## src/rtl/mem_port_arbiter.sv

```systemverilog
// rtl/mem_port_arbiter.sv - CPU/UART arbiter for the shared single-port data memory
module mem_port_arbiter #(
  parameter int AW         = 8,
  parameter int RD_LAT     = 1,
  parameter int STARVE_MAX = 4
) (
  input  logic          clk,
  input  logic          reset_n,
  input  logic          cpu_req,
  input  logic          cpu_we,
  input  logic [AW-1:0] cpu_addr,
  input  logic [15:0]   cpu_wdata,
  input  logic          cpu_flush,
  output logic [15:0]   cpu_rdata,
  output logic          cpu_done,
  output logic          cpu_stall,
  input  logic          uart_req,
  input  logic          uart_we,
  input  logic [AW-1:0] uart_addr,
  input  logic [15:0]   uart_wdata,
  output logic [15:0]   uart_rdata,
  output logic          uart_done,
  output logic          mem_en,
  output logic          mem_we,
  output logic [AW-1:0] mem_addr,
  output logic [15:0]   mem_wdata,
  input  logic [15:0]   mem_rdata,
  output logic          busy
);
  localparam int SW = $clog2(STARVE_MAX + 1);

  typedef enum logic [1:0] {IDLE, ISSUE, WAIT, DONE} state_t;

  state_t        state;
  logic [SW-1:0] starve_cnt;
  logic [1:0]    lat_cnt;
  logic          owner_uart;
  logic          txn_we;
  logic          flushed;
  logic          uart_win;
  logic          flush_now;

  // UART wins when alone, or once the CPU has starved it for STARVE_MAX grants
  assign uart_win  = uart_req & (~cpu_req | (starve_cnt == SW'(STARVE_MAX)));
  // A flush only matters for a CPU read that is still in flight; it stays latched
  assign flush_now = flushed | (cpu_flush & ~owner_uart & ~txn_we);
  // The pipeline is frozen until its own completion pulse
  assign cpu_stall = cpu_req & ~cpu_done;

  // Arbitration FSM; memory strobe, data registers and done pulses are all registered
  always_ff @(posedge clk or negedge reset_n) begin
    if (!reset_n) begin
      state      <= IDLE;
      starve_cnt <= '0;
      lat_cnt    <= 2'd0;
      owner_uart <= 1'b0;
      txn_we     <= 1'b0;
      flushed    <= 1'b0;
      cpu_rdata  <= 16'h0;
      cpu_done   <= 1'b0;
      uart_rdata <= 16'h0;
      uart_done  <= 1'b0;
      mem_en     <= 1'b0;
      mem_we     <= 1'b0;
      mem_addr   <= '0;
      mem_wdata  <= 16'h0;
      busy       <= 1'b0;
    end else begin
      case (state)
        IDLE: begin
          if (cpu_req | uart_req) begin
            owner_uart <= uart_win;
            txn_we     <= uart_win ? uart_we : cpu_we;
            flushed    <= 1'b0;
            mem_en     <= 1'b1;
            mem_we     <= uart_win ? uart_we : cpu_we;
            mem_addr   <= uart_win ? uart_addr : cpu_addr;
            mem_wdata  <= uart_win ? uart_wdata : cpu_wdata;
            busy       <= 1'b1;
            if (uart_win) begin
              starve_cnt <= '0;
            end else if (uart_req && starve_cnt != SW'(STARVE_MAX)) begin
              starve_cnt <= starve_cnt + SW'(1);
            end
            state <= ISSUE;
          end
        end
        ISSUE: begin
          mem_en    <= 1'b0;
          mem_we    <= 1'b0;
          mem_addr  <= '0;
          mem_wdata <= 16'h0;
          flushed   <= flush_now;
          if (txn_we) begin
            cpu_done  <= ~owner_uart;
            uart_done <= owner_uart;
            state     <= DONE;
          end else begin
            lat_cnt <= 2'(RD_LAT - 1);
            state   <= WAIT;
          end
        end
        WAIT: begin
          flushed <= flush_now;
          if (lat_cnt == 2'd0) begin
            if (owner_uart) begin
              uart_rdata <= mem_rdata;
              uart_done  <= 1'b1;
            end else if (!flush_now) begin
              cpu_rdata <= mem_rdata;
              cpu_done  <= 1'b1;
            end
            state <= DONE;
          end else begin
            lat_cnt <= lat_cnt - 2'd1;
          end
        end
        DONE: begin
          cpu_done  <= 1'b0;
          uart_done <= 1'b0;
          busy      <= 1'b0;
          state     <= IDLE;
        end
        default: state <= IDLE;
      endcase
    end
  end

endmodule

```

## config.mk

```make
export PLATFORM = sky130hd
export DESIGN_NAME = mem_port_arbiter
export DESIGN_NICKNAME = d
export VERILOG_FILES = /design/src/rtl/mem_port_arbiter.sv
export SDC_FILE = /design/constraint.sdc
export NUM_CORES = 1
export LEC_CHECK = 0
export ABC_AREA = 1
export ABC_CLOCK_PERIOD_IN_PS = 3500
export CAP_MARGIN = 30
export CORE_ASPECT_RATIO = 0.75
export CORE_MARGIN = 4
export CORE_UTILIZATION = 47
export DETAILED_ROUTE_END_ITERATION = 7
export HOLD_SLACK_MARGIN = 0.12
export PLACE_DENSITY = 0.86
export SLEW_MARGIN = 15
export SYNTH_ARGS = -nofsm -noshare
export SYNTH_HDL_FRONTEND = slang
export SYNTH_SLANG_ARGS = --single-unit
```

## constraint.sdc

```tcl
create_clock -name clk -period 3.5 [get_ports clk]
set_input_delay 0.7 -clock clk [delete_from_list [all_inputs] [get_ports clk]]
set_output_delay 0.7 -clock clk [all_outputs]
set_load 0.01 [all_outputs]
```

==> results.sh <==
export IMPL_syn_area_um2=3327
export IMPL_finalWirelength_um=9684
export IMPL_cp_top_family="buffers and inverters"
export IMPL_fmax_ghz=0.3777
export IMPL_drive_gt1_share_pct=5.642
export IMPL_clkLatencyLatePin_ns=0.35
export IMPL_regArea_um2=1777
export IMPL_cap_violations=0
export IMPL_cpPeakStageDelay_ns=0.55
export IMPL_hold_viol=0
export IMPL_rows=26
export IMPL_clk_path_buf_depth=2
export IMPL_syn_avg_cell_area_um2=8.664
export IMPL_crit_slowest_cell="clkdlybuf4s50_1"
export IMPL_status="finished, final reports clean"
export IMPL_multi_input_area_um2=1331
export IMPL_path_max_fanout=3
export IMPL_power_w=0.004266
export IMPL_syn_num_nets=463
export IMPL_cp_arrival_ns=1.95
export IMPL_final_net_count=588
export IMPL_dieWidth_um=105.2
export IMPL_dp_hpwl_um=6891
export IMPL_ir_worst_vdd_v=0.0004175
export IMPL_critPathRequiredTime_ns=2.80
export IMPL_hp_class="input port to async pin"
export IMPL_cts_tree="done"
export IMPL_whs_ns=0.1811
export IMPL_cts_sinks=71
export IMPL_power_leakage_nw=2.235
export IMPL_htreeDepth=3
export IMPL_grt_pass1_vias=3247
export IMPL_drtIter0Drc=158
export IMPL_ys_ff_latch=71
export IMPL_tightest_slew_ns=0.7324
export IMPL_drtAntennaViolNets=0
export IMPL_via_per_inst=5.408
export IMPL_numCtsBuffers=9
export IMPL_finalCritPeriodShare_pct=75.65
export IMPL_netlist_instances=384
export IMPL_grt_max_degree=72
export IMPL_r2r_cells=7
export IMPL_rsz0062_at_grt="false"
export IMPL_cts_setup_buffers=0
export IMPL_place_congestion=0.8400
export IMPL_crit_buf_inv=3
export IMPL_dieArea_um2=8503
export IMPL_cp_start_kind="input port"
export IMPL_grt_ovfl_total=0
export IMPL_die_h_um=80.87
export IMPL_start_util_pct=48.70
export IMPL_ctsResizeCount=0
export IMPL_drc=0
export IMPL_io_pins=133
export IMPL_track_usage_pct=23.52
export IMPL_vias=3234
export IMPL_yosys_warnings=0
export IMPL_synthDistinctLibCells=26
export IMPL_fin_skew_ns=0.01179
export IMPL_powerDensity_nw_per_um2=877.8
export IMPL_dr_pass1_iters=5
export IMPL_drv_slew=0
export IMPL_worstSetupPathType="input port to output pin"
export IMPL_worst_path_stages=4
export IMPL_avgRoutedWirePerCell_um=16.19
export IMPL_grt_pass1_wl_um=15750
export IMPL_cpMostUsedCell="clkdlybuf4s50_1"
export IMPL_antenna_found_initial=0
export IMPL_cts_hold_buf=0
export IMPL_num_fill_cells=535
export IMPL_clock_root_buffer="clkbuf_8"
export IMPL_antenna_cells=0
export IMPL_finalSetupTns_ns=0
export IMPL_relSlewSlack_pct=51.12
export IMPL_layout_min_cycle_time_ns=2.648
export IMPL_area_growth_synth_to_final_pct=46.07
export IMPL_io_buffers=132
export IMPL_crit_chain="clkdlybuf4s50_1 -> inv_1 -> nor2_1 -> clkdlybuf4s50_1"
export IMPL_cts_clk_slew_worst_paths_ns=0.07
export IMPL_critPathCaptureType="output pin"
export IMPL_yosysSeqAreaShare_pct=53.40
export IMPL_core_area_um2=6832
export IMPL_finalSetupViolCount=0
-- flip-flops by register name, indices dropped and copies added, names as in the netlist --
register    count
state           2
cpu_rdata      16
txn_we          1
uart_done       1
mem_addr        8
cpu_done        1
mem_wdata      16
uart_rdata     16
owner_uart      1
mem_en          1
mem_we          1
busy            1
flushed         1
starve_cnt      3
lat_cnt         2
-- where the power goes --
| group | switching (W) | internal (W) |
|---|---|---|
| Sequential | 0.000284 | 0.00122 |
| Clock | 0.000311 | 0.000349 |
| Combinational | 0.00110 | 0.00100 |
| Total | 0.00170 | 0.00257 |
-- metrics by stage --
stage                     setup slack (ns)  cell area, um^2  std cells  util (%)
after floorplan                      1.902             3327        384         -
after global placement              0.8692             4622        580     67.66
after detailed placement            0.8386             4633        581     67.82
after CTS                           0.8364             4832        597     70.73
after global routing                0.7953             4860        598     71.14
final                               0.8523             4860        598     71.14
-- layout make-up --
class	instances	share of cell area (%)
Tap cell	84	2.163
Sequential cell	71	36.56
Multi-Input combinational cell	270	27.39
Timing Repair Buffer	135	28.09
Clock inverter	5	1.184
Inverter	22	1.699
Clock buffer	11	2.909
-- worst paths after layout --
check                               from            end  slack (ns)
min                              reset_n   cpu_rdata[6]        0.18
max in group asynchronous        reset_n           busy        2.78
max reg2reg                     state[0]  uart_rdata[4]        1.18
min reg2reg                uart_rdata[0]  uart_rdata[0]        0.47
max                              cpu_req      cpu_stall        0.85
min in group clk           uart_rdata[0]  uart_rdata[0]        0.47
-- metal layers --
layer | share of wire (%) | track usage, % | wire (um)
met5 | 0 | 0 | 0
met4 | 1.0 | 7.208 | 101
met3 | 10 | 10.25 | 1012
met2 | 48 | 39.56 | 4657
met1 | 40 | 27.62 | 3912
-- layout by cell type, fill, tap and decap left out, types with 2 or more instances in the layout --
master	synthesis	routed
nand2_1	118	118
clkinv_2	0	2
o21ai_0	39	39
ha_1	8	8
clkbuf_8	0	10
clkinv_4	0	2
o22ai_1	2	2
buf_4	2	2
clkdlybuf4s50_1	0	131
nand4_1	16	16
o21ai_1	22	22
nand3_1	23	23
nor2_1	6	6
a21oi_1	25	25
nand2_2	2	2
o21ai_2	2	2
inv_1	21	21
dfrtp_1	71	71
-- logic make-up (layout without fill, tap and decap cells) --
| logic type | count (synthesis) | count (layout) | share of synthesized area (%) |
|---|---|---|---|
| simple gates | 169 | 169 | 22.19 |
| fa+ha+maj | 8 | 8 | 3.009 |
| compound gates | 92 | 92 | 14.55 |
| buf+inv | 43 | 173 | 6.581 |
| xor+xnor | 1 | 1 | 0.2633 |
| flops | 71 | 71 | 53.40 |
-- synth_stat cells --
master / number / area share [%]
inv_2: 1 / 0.11
nand4_1: 16 / 3.0
ha_1: 8 / 3.0
o21ai_1: 22 / 3.3
inv_1: 21 / 2.4
nand3_4: 1 / 0.53
nand2_2: 2 / 0.38
nor2_4: 1 / 0.34
dfrtp_1: 71 / 53
nand3_1: 23 / 3.5
nor2_1: 6 / 0.68
nand3_2: 1 / 0.30
o21ai_0: 39 / 5.9
a21oi_4: 1 / 0.49
nand2_1: 118 / 13
buf_4: 2 / 0.45
o22ai_1: 2 / 0.38
buf_6: 5 / 1.7
a21oi_1: 25 / 3.8
clkbuf_1: 3 / 0.34
or2_2: 1 / 0.19
o21ai_2: 2 / 0.53
buf_1: 1 / 0.11
buf_2: 10 / 1.5
xor2_1: 1 / 0.26
o211ai_1: 1 / 0.23
(Power assumes the default switching activity.)
